==> config.mk <==
export PLATFORM = sky130hd
export DESIGN_NAME = spad_read_arbiter_flat
export DESIGN_NICKNAME = d
export VERILOG_FILES = /design/src/rtl/spad_arb_pkg.sv /design/src/rtl/spad_read_arbiter_if.sv /design/src/rtl/spad_read_arbiter_rr_arbiter.sv /design/src/rtl/spad_read_arbiter.sv /design/src/flat_wrapper.sv
export SDC_FILE = /design/constraint.sdc
export NUM_CORES = 1
export LEC_CHECK = 0
export CAP_MARGIN = 20
export CORE_ASPECT_RATIO = 1.4
export CORE_MARGIN = 4
export CORE_UTILIZATION = 40
export CTS_BUF_LIST = sky130_fd_sc_hd__clkbuf_16
export DETAILED_ROUTE_END_ITERATION = 6
export PLACE_DENSITY = 0.95
export SYNTH_ARGS = -nofsm -noshare
export SYNTH_HDL_FRONTEND = slang
export SYNTH_SLANG_ARGS = --single-unit
==> constraint.sdc <==
create_clock -name clk -period 4.7 [get_ports clk]
set_input_delay 0.705 -clock clk [delete_from_list [all_inputs] [get_ports clk]]
set_output_delay 0.705 -clock clk [all_outputs]
set_load 0.1 [all_outputs]
==> src/rtl/spad_arb_pkg.sv <==
// Shared types for the SPad read arbiter: FSM states, ID width helper and
// the response-stage record.
package spad_arb_pkg;

    typedef enum logic [0:0] {
        IDLE  = 1'b0,
        BURST = 1'b1
    } arb_state_e;

    function automatic int id_bits(input int num_req);
        return (num_req > 1) ? $clog2(num_req) : 1;
    endfunction

    // Stage fields are sized for the default PE configuration (4 requesters, 16-bit words).
    localparam int RSP_ID_BITWIDTH   = id_bits(4);
    localparam int RSP_DATA_BITWIDTH = 16;

    typedef struct packed {
        logic                         valid;
        logic [RSP_ID_BITWIDTH-1:0]   id;
        logic                         last;
        logic                         bypass_hit;
        logic [RSP_DATA_BITWIDTH-1:0] bypass_data;
    } rsp_stage_t;

endpackage

==> src/rtl/spad_read_arbiter_if.sv <==
// Requester-side bundle of the SPad read arbiter: burst requests in, tagged
// read beats out. The master modport is the requester side.
interface spad_read_arbiter_if
    import spad_arb_pkg::*;
#(
    parameter int NUM_REQ       = 4,
    parameter int DATA_BITWIDTH = 16,
    parameter int ADDR_BITWIDTH = 9,
    parameter int LEN_BITWIDTH  = 4
);
    localparam int ID_W = id_bits(NUM_REQ);

    logic [NUM_REQ-1:0]               req_valid;
    logic [NUM_REQ*ADDR_BITWIDTH-1:0] req_addr;
    logic [NUM_REQ*LEN_BITWIDTH-1:0]  req_len;
    logic [NUM_REQ-1:0]               req_ready;
    logic                             rsp_valid;
    logic [ID_W-1:0]                  rsp_id;
    logic [DATA_BITWIDTH-1:0]         rsp_data;
    logic                             rsp_last;

    modport master (
        output req_valid, req_addr, req_len,
        input  req_ready, rsp_valid, rsp_id, rsp_data, rsp_last
    );

    modport slave (
        input  req_valid, req_addr, req_len,
        output req_ready, rsp_valid, rsp_id, rsp_data, rsp_last
    );

endinterface

==> src/rtl/spad_read_arbiter_rr_arbiter.sv <==
// Combinational round-robin picker: first set request at or after ptr in
// circular order, as one-hot grant plus encoded index.
module rr_arbiter
    import spad_arb_pkg::*;
#(
    parameter int NUM_REQ = 4,
    parameter int ID_W    = id_bits(NUM_REQ)
) (
    input  logic [NUM_REQ-1:0] req,
    input  logic [ID_W-1:0]    ptr,
    output logic [NUM_REQ-1:0] grant,
    output logic [ID_W-1:0]    grant_idx,
    output logic               grant_any
);

    logic [ID_W-1:0] cand_s;

    // Scan from ptr around the ring and stop at the first live request
    always_comb begin
        grant     = {NUM_REQ{1'b0}};
        grant_idx = {ID_W{1'b0}};
        grant_any = 1'b0;
        cand_s    = {ID_W{1'b0}};
        for (int k = 0; k < NUM_REQ; k++) begin
            cand_s = ID_W'((int'(ptr) + k) % NUM_REQ);
            if (!grant_any && req[cand_s]) begin
                grant[cand_s] = 1'b1;
                grant_idx     = cand_s;
                grant_any     = 1'b1;
            end else begin
                grant_any = grant_any;
            end
        end
    end

endmodule

==> src/rtl/spad_read_arbiter.sv <==
// Round-robin burst arbiter for the PE scratchpad read port, with write-port
// pass-through. Optional write->read bypass: SPAD_ARB_WR_BYPASS_EN.
module spad_read_arbiter
    import spad_arb_pkg::*;
#(
    parameter int NUM_REQ       = 4,
    parameter int DATA_BITWIDTH = 16,
    parameter int ADDR_BITWIDTH = 9,
    parameter int LEN_BITWIDTH  = 4
) (
    input  logic                     clk,
    input  logic                     reset,
    spad_read_arbiter_if.slave       bus,
    input  logic                     wr_en,
    input  logic [ADDR_BITWIDTH-1:0] wr_addr,
    input  logic [DATA_BITWIDTH-1:0] wr_data,
    output logic                     spad_read_req,
    output logic [ADDR_BITWIDTH-1:0] spad_r_addr,
    output logic                     spad_write_en,
    output logic [ADDR_BITWIDTH-1:0] spad_w_addr,
    output logic [DATA_BITWIDTH-1:0] spad_w_data,
    input  logic [DATA_BITWIDTH-1:0] spad_r_data
);

    localparam int ID_W = id_bits(NUM_REQ);

    arb_state_e               state_r;
    logic [ID_W-1:0]          rr_ptr_r;
    logic [ID_W-1:0]          cur_id_r;
    logic [ADDR_BITWIDTH-1:0] cur_addr_r;
    logic [LEN_BITWIDTH-1:0]  beats_left_r;
    logic                     spad_read_req_r;
    rsp_stage_t               rsp_stage_r;

    logic [NUM_REQ-1:0]       grant_s;
    logic [ID_W-1:0]          grant_idx_s;
    logic                     grant_any_s;
    logic                     arb_open_s;
    logic                     accept_s;
    logic [ADDR_BITWIDTH-1:0] grant_addr_s;
    logic [LEN_BITWIDTH-1:0]  grant_len_s;
    logic                     bypass_hit_s;

    rr_arbiter #(.NUM_REQ(NUM_REQ), .ID_W(ID_W)) u_rr (
        .req       (bus.req_valid),
        .ptr       (rr_ptr_r),
        .grant     (grant_s),
        .grant_idx (grant_idx_s),
        .grant_any (grant_any_s)
    );

    // Arbitration is open when idle or on the last issue beat, so bursts chain without a bubble
    always_comb begin
        arb_open_s = 1'b0;
        case (state_r)
            IDLE:    arb_open_s = 1'b1;
            BURST:   arb_open_s = (beats_left_r == {LEN_BITWIDTH{1'b0}});
            default: arb_open_s = 1'b0;
        endcase
        accept_s     = reset & arb_open_s & grant_any_s;
        grant_addr_s = {ADDR_BITWIDTH{1'b0}};
        grant_len_s  = {LEN_BITWIDTH{1'b0}};
        for (int i = 0; i < NUM_REQ; i++) begin
            if (grant_s[i]) begin
                grant_addr_s = bus.req_addr[i*ADDR_BITWIDTH +: ADDR_BITWIDTH];
                grant_len_s  = bus.req_len[i*LEN_BITWIDTH +: LEN_BITWIDTH];
            end else begin
                grant_addr_s = grant_addr_s;
            end
        end
        if (accept_s) begin
            bus.req_ready = grant_s;
        end else begin
            bus.req_ready = {NUM_REQ{1'b0}};
        end
    end

    // Burst FSM: cur_addr_r is the address issued this cycle, beats_left_r the beats after it
    always_ff @(posedge clk) begin
        if (!reset) begin
            state_r         <= IDLE;
            rr_ptr_r        <= {ID_W{1'b0}};
            cur_id_r        <= {ID_W{1'b0}};
            cur_addr_r      <= {ADDR_BITWIDTH{1'b0}};
            beats_left_r    <= {LEN_BITWIDTH{1'b0}};
            spad_read_req_r <= 1'b0;
        end else if (accept_s) begin
            state_r         <= BURST;
            spad_read_req_r <= 1'b1;
            cur_addr_r      <= grant_addr_s;
            beats_left_r    <= grant_len_s;
            cur_id_r        <= grant_idx_s;
            rr_ptr_r        <= (grant_idx_s == ID_W'(NUM_REQ - 1)) ? {ID_W{1'b0}}
                                                                   : grant_idx_s + ID_W'(1);
        end else begin
            case (state_r)
                BURST: begin
                    if (beats_left_r != {LEN_BITWIDTH{1'b0}}) begin
                        cur_addr_r   <= cur_addr_r + ADDR_BITWIDTH'(1);
                        beats_left_r <= beats_left_r - LEN_BITWIDTH'(1);
                    end else begin
                        state_r         <= IDLE;
                        spad_read_req_r <= 1'b0;
                    end
                end
                default: begin
                    state_r         <= IDLE;
                    spad_read_req_r <= 1'b0;
                end
            endcase
        end
    end

`ifdef SPAD_ARB_WR_BYPASS_EN
    assign bypass_hit_s = spad_read_req_r & wr_en & (wr_addr == cur_addr_r);
`else
    assign bypass_hit_s = 1'b0;
`endif

    // Response stage aligned to the one-cycle SPad read latency
    always_ff @(posedge clk) begin
        if (!reset) begin
            rsp_stage_r <= '0;
        end else begin
            rsp_stage_r.valid       <= spad_read_req_r;
            rsp_stage_r.id          <= spad_read_req_r ? RSP_ID_BITWIDTH'(cur_id_r)
                                                       : {RSP_ID_BITWIDTH{1'b0}};
            rsp_stage_r.last        <= spad_read_req_r & (beats_left_r == {LEN_BITWIDTH{1'b0}});
            rsp_stage_r.bypass_hit  <= bypass_hit_s;
            rsp_stage_r.bypass_data <= RSP_DATA_BITWIDTH'(wr_data);
        end
    end

    // The SPad filler value is masked whenever no beat is in flight
    always_comb begin
        if (rsp_stage_r.valid) begin
            if (rsp_stage_r.bypass_hit) begin
                bus.rsp_data = DATA_BITWIDTH'(rsp_stage_r.bypass_data);
            end else begin
                bus.rsp_data = spad_r_data;
            end
        end else begin
            bus.rsp_data = {DATA_BITWIDTH{1'b0}};
        end
    end

    assign bus.rsp_valid = rsp_stage_r.valid;
    assign bus.rsp_id    = ID_W'(rsp_stage_r.id);
    assign bus.rsp_last  = rsp_stage_r.last;

    assign spad_read_req = spad_read_req_r;
    assign spad_r_addr   = cur_addr_r;
    assign spad_write_en = wr_en & reset;
    assign spad_w_addr   = wr_addr;
    assign spad_w_data   = wr_data;

endmodule

==> src/flat_wrapper.sv <==
// flat-port wrapper written by rule: the top's interface ports become plain ports
module spad_read_arbiter_flat import spad_arb_pkg::*;
#(
    parameter int NUM_REQ       = 4,
    parameter int DATA_BITWIDTH = 16,
    parameter int ADDR_BITWIDTH = 9,
    parameter int LEN_BITWIDTH  = 4
)
  (clk, reset, wr_en, wr_addr, wr_data, spad_read_req, spad_r_addr, spad_write_en, spad_w_addr, spad_w_data, spad_r_data, bus_req_valid, bus_req_addr, bus_req_len, bus_req_ready, bus_rsp_valid, bus_rsp_id, bus_rsp_data, bus_rsp_last);
  spad_read_arbiter_if #(.NUM_REQ(NUM_REQ), .DATA_BITWIDTH(DATA_BITWIDTH), .ADDR_BITWIDTH(ADDR_BITWIDTH), .LEN_BITWIDTH(LEN_BITWIDTH)) bus_i ();
  input  logic clk;
  input  logic reset;
  input  logic wr_en;
  input  logic [ADDR_BITWIDTH-1:0] wr_addr;
  input  logic [DATA_BITWIDTH-1:0] wr_data;
  output logic spad_read_req;
  output logic [ADDR_BITWIDTH-1:0] spad_r_addr;
  output logic spad_write_en;
  output logic [ADDR_BITWIDTH-1:0] spad_w_addr;
  output logic [DATA_BITWIDTH-1:0] spad_w_data;
  input  logic [DATA_BITWIDTH-1:0] spad_r_data;
  input wire logic [$bits(bus_i.req_valid)-1:0] bus_req_valid;
  input wire logic [$bits(bus_i.req_addr)-1:0] bus_req_addr;
  input wire logic [$bits(bus_i.req_len)-1:0] bus_req_len;
  output wire logic [$bits(bus_i.req_ready)-1:0] bus_req_ready;
  output wire logic [$bits(bus_i.rsp_valid)-1:0] bus_rsp_valid;
  output wire logic [$bits(bus_i.rsp_id)-1:0] bus_rsp_id;
  output wire logic [$bits(bus_i.rsp_data)-1:0] bus_rsp_data;
  output wire logic [$bits(bus_i.rsp_last)-1:0] bus_rsp_last;
  assign bus_i.req_valid = bus_req_valid;
  assign bus_i.req_addr = bus_req_addr;
  assign bus_i.req_len = bus_req_len;
  assign bus_req_ready = bus_i.req_ready;
  assign bus_rsp_valid = bus_i.rsp_valid;
  assign bus_rsp_id = bus_i.rsp_id;
  assign bus_rsp_data = bus_i.rsp_data;
  assign bus_rsp_last = bus_i.rsp_last;
  spad_read_arbiter #(.NUM_REQ(NUM_REQ), .DATA_BITWIDTH(DATA_BITWIDTH), .ADDR_BITWIDTH(ADDR_BITWIDTH), .LEN_BITWIDTH(LEN_BITWIDTH)) u_core (.clk(clk), .reset(reset), .bus(bus_i), .wr_en(wr_en), .wr_addr(wr_addr), .wr_data(wr_data), .spad_read_req(spad_read_req), .spad_r_addr(spad_r_addr), .spad_write_en(spad_write_en), .spad_w_addr(spad_w_addr), .spad_w_data(spad_w_data), .spad_r_data(spad_r_data));
endmodule
After elaboration in Yosys (flattened, before gate mapping)

Index checks and enable logic that the tools add are counted.

Output and inout port bits: 60
Input bits: 100
Register bits: 39

Eq/ne operators: 2
$add $sub $neg: 6
Muxes and demuxes: 53
$lt $le $gt $ge: 8
Bitwise logic cells: 8
Reductions and logical operators: 16

Operator list:

| kind                  | count |
|---|---|
| $mux W9               | 7 |
| $mux W4               | 12 |
| $mux W16              | 2 |
| $mux W1               | 18 |
| $lt A2 B3 Y1 const B  | 4 |
| $or A4 B4 Y4          | 3 |
| $mux W2               | 5 |
| $add A9 B1 Y9 const B | 1 |
| $bmux W1 S2           | 4 |
| $demux W1 S2          | 4 |
| $ge A2 B1 Y1 const B  | 4 |
| $logic_and A1 B1 Y1   | 7 |
| $add A2 B1 Y2 const B | 2 |
| $add A2 B2 Y2 const B | 2 |
| $and A1 B1 Y1         | 4 |
| $logic_not A4 Y1      | 1 |
| $reduce_and A2 Y1     | 2 |
| $reduce_bool A2 Y1    | 2 |
| $reduce_bool A4 Y1    | 1 |
| $sub A4 B1 Y4 const B | 1 |
| $logic_not A1 Y1      | 3 |
| $ne A3 B3 Y1 const B  | 1 |
| $eq A2 B2 Y1 const B  | 1 |
| $pmux W1 S2           | 1 |
| $not A1 Y1            | 1 |

Depth between registers and ports, before layout

Gate-level depths: netlist of the first run.

Depth after elaboration: 17
Mapped depth: 11
Gate-level depth less buffers: 8

Hierarchy

From an unflattened synthesis of the first run, not the netlist that was laid out.

Cells, all modules: 266
Area, all modules: 2199.6 um2

Modules (own cells, without submodules):

| module            | seq. area each (um2) | instances | cells an instance | area an instance (um2) |
|---|---|---|---|---|
| spad_read_arbiter | 460.4                | 1         | 221               | 1780.5 |
| rr_arbiter        | 0.0                  | 1         | 45                | 419.2 |

Least setup slack after synthesis of the first run

OpenSTA, ideal clock, no wires.

Kind: register to output
Start point: register u_core.rr_ptr_r[1]
End point: output bus_req_ready[2]
Data arrival time: 3.570 ns
Required time: 3.995 ns
Stages on the path, launching flop included: 11
Setup slack: 0.425 ns
Cell sequence: dfxtp_1 -> buf_2 -> inv_1 -> ha_1 -> buf_6 -> or3b_1 -> a2111o_1 -> nand2_4 -> a22oi_4 -> buf_6 -> nor2_1

Longest elaborated chain between the ends: 14

Ends and longest elaborated chain:

| element                                                               | RTL line                | text |
|---|---|---|
| from (decl)                                                           | spad_read_arbiter.sv:28 | `logic [ID_W-1:0] rr_ptr_r;` |
| from (signal assigned)                                                | spad_read_arbiter.sv:82 | `rr_ptr_r <= {ID_W{1'b0}};` |
| from (signal assigned)                                                | spad_read_arbiter.sv:93 | `rr_ptr_r <= (grant_idx_s == ID_W'(NUM_REQ - 1)) ? {ID_W{1'b0}}` |
| parallel branches: the longest is 13 deep, another holds $lt A2 B3 Y1 | -                       |  |
| $mux W4 (*)                                                           | spad_read_arbiter.sv:71 | `if (accept_s) begin` |
| to (decl)                                                             | flat_wrapper.sv:25      | `output wire logic [$bits(bus_i.req_ready)-1:0] bus_req_ready;` |

Every way passes the cells marked *. The select of a mux whose other input is x is not followed.

Worst setup path after layout of the first run

Start point: register u_core.rr_ptr_r[1]
End point: output bus_req_ready[1]

Same word-level chain as after synthesis.

==> results of run 1 <==
cells in the final DEF (no fill, tap or decap), drive strengths merged, types with 4 or more instances in the layout:
cell           instances
o311a                  5
ha                     9
nand2                 17
o22ai                  6
a21oi                 17
o2bb2ai                5
o21a                   9
clkdlybuf4s50        104
o311ai                 8
nand3                  7
buf                   11
o21ai                 27
nor2                  11
nand2b                 4
o211ai                 4
dfxtp                 23
nand3b                 4
xor2                   4
and2                  22
nor2b                  7
inv                   18
metrics by stage:
stage | utilization, % | worst slack, ns | area, µm² | hold slack, ns | std cells
floorplan | - | 0.425 | 2470 | 0.439 | 310
global placement | 56.8 | 0.838 | 3370 | 0.452 | 448
detailed placement | 56.8 | 0.757 | 3370 | 0.461 | 448
CTS | 58.1 | 0.609 | 3450 | 0.470 | 452
global route | 58.1 | 0.422 | 3450 | 0.480 | 452
finish | 58.1 | 0.586 | 3450 | 0.469 | 452
worst min path at each step:
| stage | end | depth (start not counted) | slack (ns) |
|---|---|---|---|
| 6_report | u_core.cur_id_r[1]$_SDFFE_PN0P_ | 2 | 0.47 |
| 3_5_place_dp | u_core.cur_id_r[1]$_SDFFE_PN0P_ | 2 | 0.46 |
| 3_3_place_gp | u_core.cur_id_r[1]$_SDFFE_PN0P_ | 2 | 0.45 |
| 4_1_cts | u_core.cur_id_r[1]$_SDFFE_PN0P_ | 2 | 0.47 |
| 5_1_grt | u_core.cur_id_r[1]$_SDFFE_PN0P_ | 2 | 0.48 |
| 2_1_floorplan | u_core.cur_id_r[1]$_SDFFE_PN0P_ | 2 | 0.44 |
layer usage:
layer | up-vias | global-route usage [%]
met3 | 23 | 3.59
met1 | 1225 | 23.1
met4 | 0 | 7.67
li1 | 1255 | -
met5 | - | 0
met2 | 133 | 36.4
cell type report:
class	count	area, µm²
fillers	537	2490
multi-input cells	222	1610
repair buffers	115	1150
flip-flops and latches	23	460
well taps	70	87.6
clock buffers	3	75.1
inverters	18	67.6
clock inverters	1	5.00
state kept, by name, summed over array words and instances, names as in the netlist, named ones only:
name                  cells
u_core.spad_r_addr        9
u_core.beats_left_r       4
u_core.bus.rsp_id         2
u_core.cur_id_r           2
u_core.bus.rsp_last       1
u_core.bus.rsp_valid      1
u_core.rr_ptr_r           1
u_core.spad_read_req      1
u_core.state_r            1
critical path, stage by stage (launching register included):
cell and delay, ns:
dfxtp_1 0.68, inv_1 0.17, ha_1 0.48, or3b_1 0.42
a2111o_1 0.43, a21boi_2 0.14, buf_4 0.19, or2_4 0.24
and2_1 0.20, buf_12 0.18
logic make-up after synthesis:
group	after synthesis	synth area share (%)
muxes	7	4.41
xor gates and xnor gates	6	2.13
adders and majority gates	9	4.56
AOI/OAI and AO/OA	111	33.8
and+or+nand+nor	89	20.3
buffers and inverters	65	16.2
DFF	23	18.6
report_power, final:
group	internal, mW	switching (mW)
Clock	0.114	0.0717
Sequential	0.264	0.0885
Combinational	0.544	0.980
Total	0.923	1.14
==> out/qor.csv, run 1 <==
stage;metric;value;unit
timing;final worst-path cycle share;87.5;%
logic_synthesis;register area share after synthesis;18.6;%
run_status;run status;completed;
drt;wire length on met1;2.82;mm
cells_and_area;nets;492;
logic_synthesis;FF+latch count, synth;23;
setup_path;R2R setup slack;1.32;ns
floorplan;CORE AREA;5950;µm²
logic_synthesis;count leader, synth;buf_4;
clock_network;Num CTS Buffers;3;
timing;Worst Clk Skew;0.00241;ns
place;Final HPWL DP;5.98;mm
floorplan;Placement Rows;33;
setup_path;worst setup path endpoint;bus_req_ready[1];
clock_network;CTS tree;built;
logic_synthesis;ys flop type;dfxtp_1;
logic_synthesis;cell taking the most area after synthesis;dfxtp_1;
global_route;maximum number of pins on one net before global-route repair;27;
drt;DRT iter0 DRCs;127;
flow_run;MaxCap Viol Count;0;
logic_synthesis;async set-reset flop share out of synthesis;0;%
timing;Fmax;243;MHz
timing;RSZ-0062 raised after global routing;false;
drt;DR vias/cell;5.83;
drt;met3 wire len;626;µm
global_route;vias in the first global route;2611;
power;Total Power;2.06;mW
clock_network;Reg clk slew, reported paths;0.06;ns
timing;Fin. Hold Viols;0;
logic_synthesis;Netlist Area Pre-Place;2470;µm²
global_route;remaining global-route overflow;0;
setup_path;FF-to-FF Start;u_core.rr_ptr_r[1]$_SDFFE_PN0P_;
clock_network;Worst-Skew Late Latency;0.25;ns
logic_synthesis;Syn Nets;419;
drt;first drt pass iteration count;5;
logic_synthesis;ranking of synthesized cells by area;dfxtp_1 19%, buf_4 7.9%, and2_1 5.6%;
power;Leak;1.32;nW
timing;crit path time final;4.11;ns
worst_hold_path;min-delay src;u_core.cur_id_r[1]$_SDFFE_PN0P_;
place;routability congestion estimate;0.908;
setup_path;crit path from;u_core.rr_ptr_r[1]$_SDFFE_PN0P_;
setup_path;RR Endpoint;u_core.spad_r_addr[6]$_SDFFE_PN0P_;
logic_synthesis;Synth Instances;310;
logic_synthesis;mean area per synthesized cell;7.97;µm²
floorplan;starting density of the core;41.5;%
timing;final setup vio count;0;
clock_network;post_cts resized;0;
setup_path;R2R depth;8;
worst_hold_path;type of the worst min-delay path;reg -> reg;
logic_synthesis;Syn. warnings;0;
timing;Post-Route Setup TNS;0;ns
cells_and_area;Layout area overhead;39.9;%
setup_path;kind of critical path;reg -> out;
cells_and_area;Diodes inserted;0;
logic_synthesis;Cell variety after synth;63;
floorplan;Die Wd;74.4;µm
timing;Slew @ Worst Pin;0.989;ns
clock_network;H-tree depth;1;
clock_network;clk sinks;23;
global_route;total track usage;20.2;%
power;Pwr Density;597;nW/µm²
drt;WL/cell;17.2;µm
timing;Slew Limit Fails;0;
global_route;global-route wire length before repair;12.1;mm
setup_path;CP startpoint kind;flip-flop;
power;Peak VDD IR;0.000431;V
drt;uppermost layer routed;met4;
floorplan;die area;7510;µm²
setup_path;CP arrival;3.41;ns
clock_network;Hold Buf Count CTS;0;
floorplan;I/O pin count;160;
drt;DRT Wirelength;7.78;mm
drt;antenna viol nets, final;0;
timing;Slew headroom;33.9;%
logic_synthesis;Yosys top cell area share;18.6;%
floorplan;Die Ht;101;µm
drt;met2 wire len;4.12;mm
setup_path;Worst setup EP type;primary output;
setup_path;CP Data Required Time;3.99;ns
clock_network;postcts setup bufs;0;
setup_path;Max FO, Critical Path;15;
place;PortBufs;109;
drt;DRC viols;0;
clock_network;Root Buffer;clkbuf_16;
logic_synthesis;Commonest cells post-synth;26 x buf_4, 23 x dfxtp_1, 22 x and2_1;
logic_synthesis;number of synthesized flops with an enable pin;0;
clock_network;CTS max path bufs;2;
cells_and_area;share of cells above drive strength 1;8.38;%
drt;DR vias;2636;
global_route;initial antenna violation count;0;
No activity file was read; power rests on OpenSTA's default activity.
==> inputs of run 2 (changes only) <==
--- a/config.mk
+++ b/config.mk
@@ -8,8 +8,8 @@
 export CAP_MARGIN = 20
 export CORE_ASPECT_RATIO = 1.4
 export CORE_MARGIN = 4
-export CORE_UTILIZATION = 40
-export CTS_BUF_LIST = sky130_fd_sc_hd__clkbuf_16
+export CORE_UTILIZATION = 41
+export CTS_BUF_LIST = sky130_fd_sc_hd__clkbuf_8
 export DETAILED_ROUTE_END_ITERATION = 6
 export PLACE_DENSITY = 0.95
 export SYNTH_ARGS = -nofsm -noshare
==> run 2 against run 1 <==
Compared with the run above: clock skew rose by 0.0063 ns; sequential power increased by 4%; setup slack got worse by 0.19 ns; non-clock buffer count decreased by 1; clock power is 30% lower; cell area fell by 1.2%; die area is 2.2% lower; power is 3.0% lower; critical path type unchanged; critical endpoint unchanged; largest cell class unchanged.
==> out/qor.csv, run 2 (synthesis gave the netlist of run 1 again) <==
stage;metric;value;unit;change
run_status;run status;completed;;
timing;final setup vio count;0;;unchanged
setup_path;CP startpoint kind;flip-flop;;
place;PortBufs;109;;unchanged
cells_and_area;most frequent cells in the layout;104 x clkdlybuf4s50_1, 23 x dfxtp_1, 22 x and2_1;;
timing;Fmax;232;MHz;-4.4%
timing;Post-Route Setup TNS;0;ns;unchanged
drt;WL/cell;17.1;µm;-0.67%
global_route;met3 Use GR;3.71;%;+0.11 points
setup_path;Max FO, Critical Path;19;;+4
cells_and_area;Layout area overhead;38.2;%;
clock_network;CTS max path bufs;2;;unchanged
setup_path;Crit path max-delay family;simple AND/OR/NAND/NOR gates;;
drt;DR vias;2621;;-0.57%
floorplan;die area;7350;µm²;-2.2%
drt;antenna viol nets, final;0;;unchanged
global_route;vias in the first global route;2646;;+1.3%
clock_network;Root Buffer;clkbuf_8;;
global_route;routing usage on met2;35.0;%;-1.4 points
drt;DRT iter0 DRCs;137;;+7.9%
clock_network;Reg clk slew, reported paths;0.09;ns;+0.03 ns
power;Leak;1.30;nW;-1.6%
place;routability congestion estimate;0.852;;-6.1%
floorplan;starting density of the core;42.1;%;+0.59 points
power;Pwr Density;587;nW/µm²;-1.8%
setup_path;CP Data Required Time;3.99;ns;about the same
setup_path;RR Endpoint;u_core.spad_r_addr[7]$_SDFFE_PN0P_;;
clock_network;postcts setup bufs;0;;unchanged
timing;Hold Slack;0.475;ns;+0.00673 ns
clock_network;Hold Buf Count CTS;0;;unchanged
cells_and_area;nets;491;;-0.20%
setup_path;Bufs and invs on worst path;3;;unchanged
cells_and_area;Final Cell Area;3410;µm²;-1.2%
worst_hold_path;min-delay src;u_core.cur_id_r[1]$_SDFFE_PN0P_;;
timing;RSZ-0062 raised after global routing;false;;
timing;Slew @ Worst Pin;1.00;ns;+0.0120 ns
global_route;global-route wire length before repair;12.2;mm;+1.3%
power;Peak VDD IR;0.000554;V;+28%
drt;DRC viols;0;;unchanged
setup_path;R2R setup slack;1.18;ns;-0.14 ns
setup_path;R2R depth;8;;unchanged
timing;crit path time final;4.30;ns;+0.191 ns
timing;Slew Limit Fails;0;;unchanged
timing;final worst-path cycle share;91.6;%;+4.1 points
clock_network;post_cts resized;0;;unchanged
clock_network;clk sinks;23;;unchanged
global_route;gr busiest metal;met2;;
setup_path;kind of critical path;reg -> out;;
setup_path;CP cell instances;inv_1 > ha_1 > or3b_1 > a2111o_1 > a21boi_2 > buf_4 > or2_4 > and2_1 > buf_12;;
clock_network;H-tree depth;1;;unchanged
cells_and_area;filler instances;524;;-2.4%
setup_path;Worst setup EP type;primary output;;
worst_hold_path;type of the worst min-delay path;reg -> reg;;
cells_and_area;Diodes inserted;0;;unchanged
cells_and_area;most common cell after layout, fill and taps aside;clkdlybuf4s50_1;;
floorplan;Placement Rows;33;;unchanged
global_route;met1 Resource Use GR;24.1;%;+0.99 points
drt;DR vias/cell;5.81;;-0.35%
flow_run;MaxCap Viol Count;0;;unchanged
timing;Worst Clk Skew;0.00872;ns;+0.00631 ns
global_route;maximum number of pins on one net before global-route repair;27;;unchanged
cells_and_area;max reg flops;9;;unchanged
place;Final HPWL DP;5.88;mm;-1.7%
clock_network;Num CTS Buffers;3;;unchanged
floorplan;I/O pin count;160;;unchanged
floorplan;CORE AREA;5860;µm²;-1.4%
timing;Slew headroom;33.1;%;-0.80 points
global_route;remaining global-route overflow;0;;unchanged
global_route;total track usage;20.4;%;+0.18 points
worst_hold_path;Hold Crit Depth;2;;unchanged
worst_hold_path;WHS Endpoint;u_core.cur_id_r[1]$_SDFFE_PN0P_;;
floorplan;Die Wd;73.6;µm;-1.1%
drt;DRT Wirelength;7.71;mm;-0.89%
setup_path;CP arrival;3.60;ns;+0.19 ns
floorplan;Die Ht;99.8;µm;-1.1%
global_route;initial antenna violation count;0;;unchanged
setup_path;delay of the slowest critical-path stage;0.77;ns;+0.09 ns
timing;Fin. Hold Viols;0;;unchanged
clock_network;Worst-Skew Late Latency;0.27;ns;+0.02 ns
cells_and_area;share of cells above drive strength 1;8.14;%;-0.24 points
setup_path;Crit-path slowest cell;dfxtp_1;;
clock_network;CTS tree;built;;
place;Area after DPL;3370;µm²;-0.22%
drt;first drt pass iteration count;4;;-1
run 2: metal layers:
layer  part of all wire [%]  wire length, µm  up-vias
li1                       -                -     1256
met1                     38             2950     1218
met2                     52             3980      121
met3                    7.4              571       26
met4                    2.7              206        0
met5                      0                0        -
run 2: worst register-to-register path: cells and delay by family (launching register included):
| family | cells | cell delay, ns |
|---|---|---|
| mux | 1 | 0.49 |
| flops | 1 | 0.77 |
| fa+ha+maj | 1 | 0.58 |
| compound gates | 4 | 1.04 |
| buf+inv | 2 | 0.55 |
run 2: worst max path at each step:
stage	to	slack, ns	depth (start not counted)
2_1_floorplan	bus_req_ready[2]	0.43	10
3_3_place_gp	bus_req_ready[1]	0.80	9
3_5_place_dp	bus_req_ready[1]	0.69	9
4_1_cts	bus_req_ready[1]	0.38	9
5_1_grt	bus_req_ready[3]	0.23	8
6_report	bus_req_ready[1]	0.40	9
run 2: area by class of cell:
type                            count  area, µm²  area share (%)
Clock inverter                      1       5.00           0.147
Timing Repair Buffer              114       1140            33.4
Inverter                           18       67.6            1.98
Clock buffer                        3       41.3            1.21
Tap cell                           70       87.6            2.57
Multi-Input combinational cell    222       1610            47.2
Sequential cell                    23        460            13.5
run 2: through the flow:
stage	power [mW]	setup slack (ns)	util [%]	instances
finish	2.00	0.395	58.2	451
global route	2.12	0.230	58.2	451
CTS	1.99	0.383	58.2	451
detailed placement	1.86	0.686	57.4	447
global placement	1.82	0.802	57.4	447
floorplan	1.65	0.425	-	310
run 2: report_power, final:
group          internal, mW  total (mW)  switching (mW)
clock                0.0593       0.130          0.0702
combinational         0.540        1.51           0.965
sequential            0.263       0.367           0.104
total                 0.863        2.00            1.14
==> inputs of run 3 (changes only) <==
--- a/config.mk
+++ b/config.mk
@@ -12,6 +12,7 @@
 export CTS_BUF_LIST = sky130_fd_sc_hd__clkbuf_8
 export DETAILED_ROUTE_END_ITERATION = 6
 export PLACE_DENSITY = 0.95
+export SKIP_CTS_REPAIR_TIMING = 1
 export SYNTH_ARGS = -nofsm -noshare
 export SYNTH_HDL_FRONTEND = slang
 export SYNTH_SLANG_ARGS = --single-unit
==> results of run 3 <==
The final DEF is identical to that of run 2; final timing and power are the same.
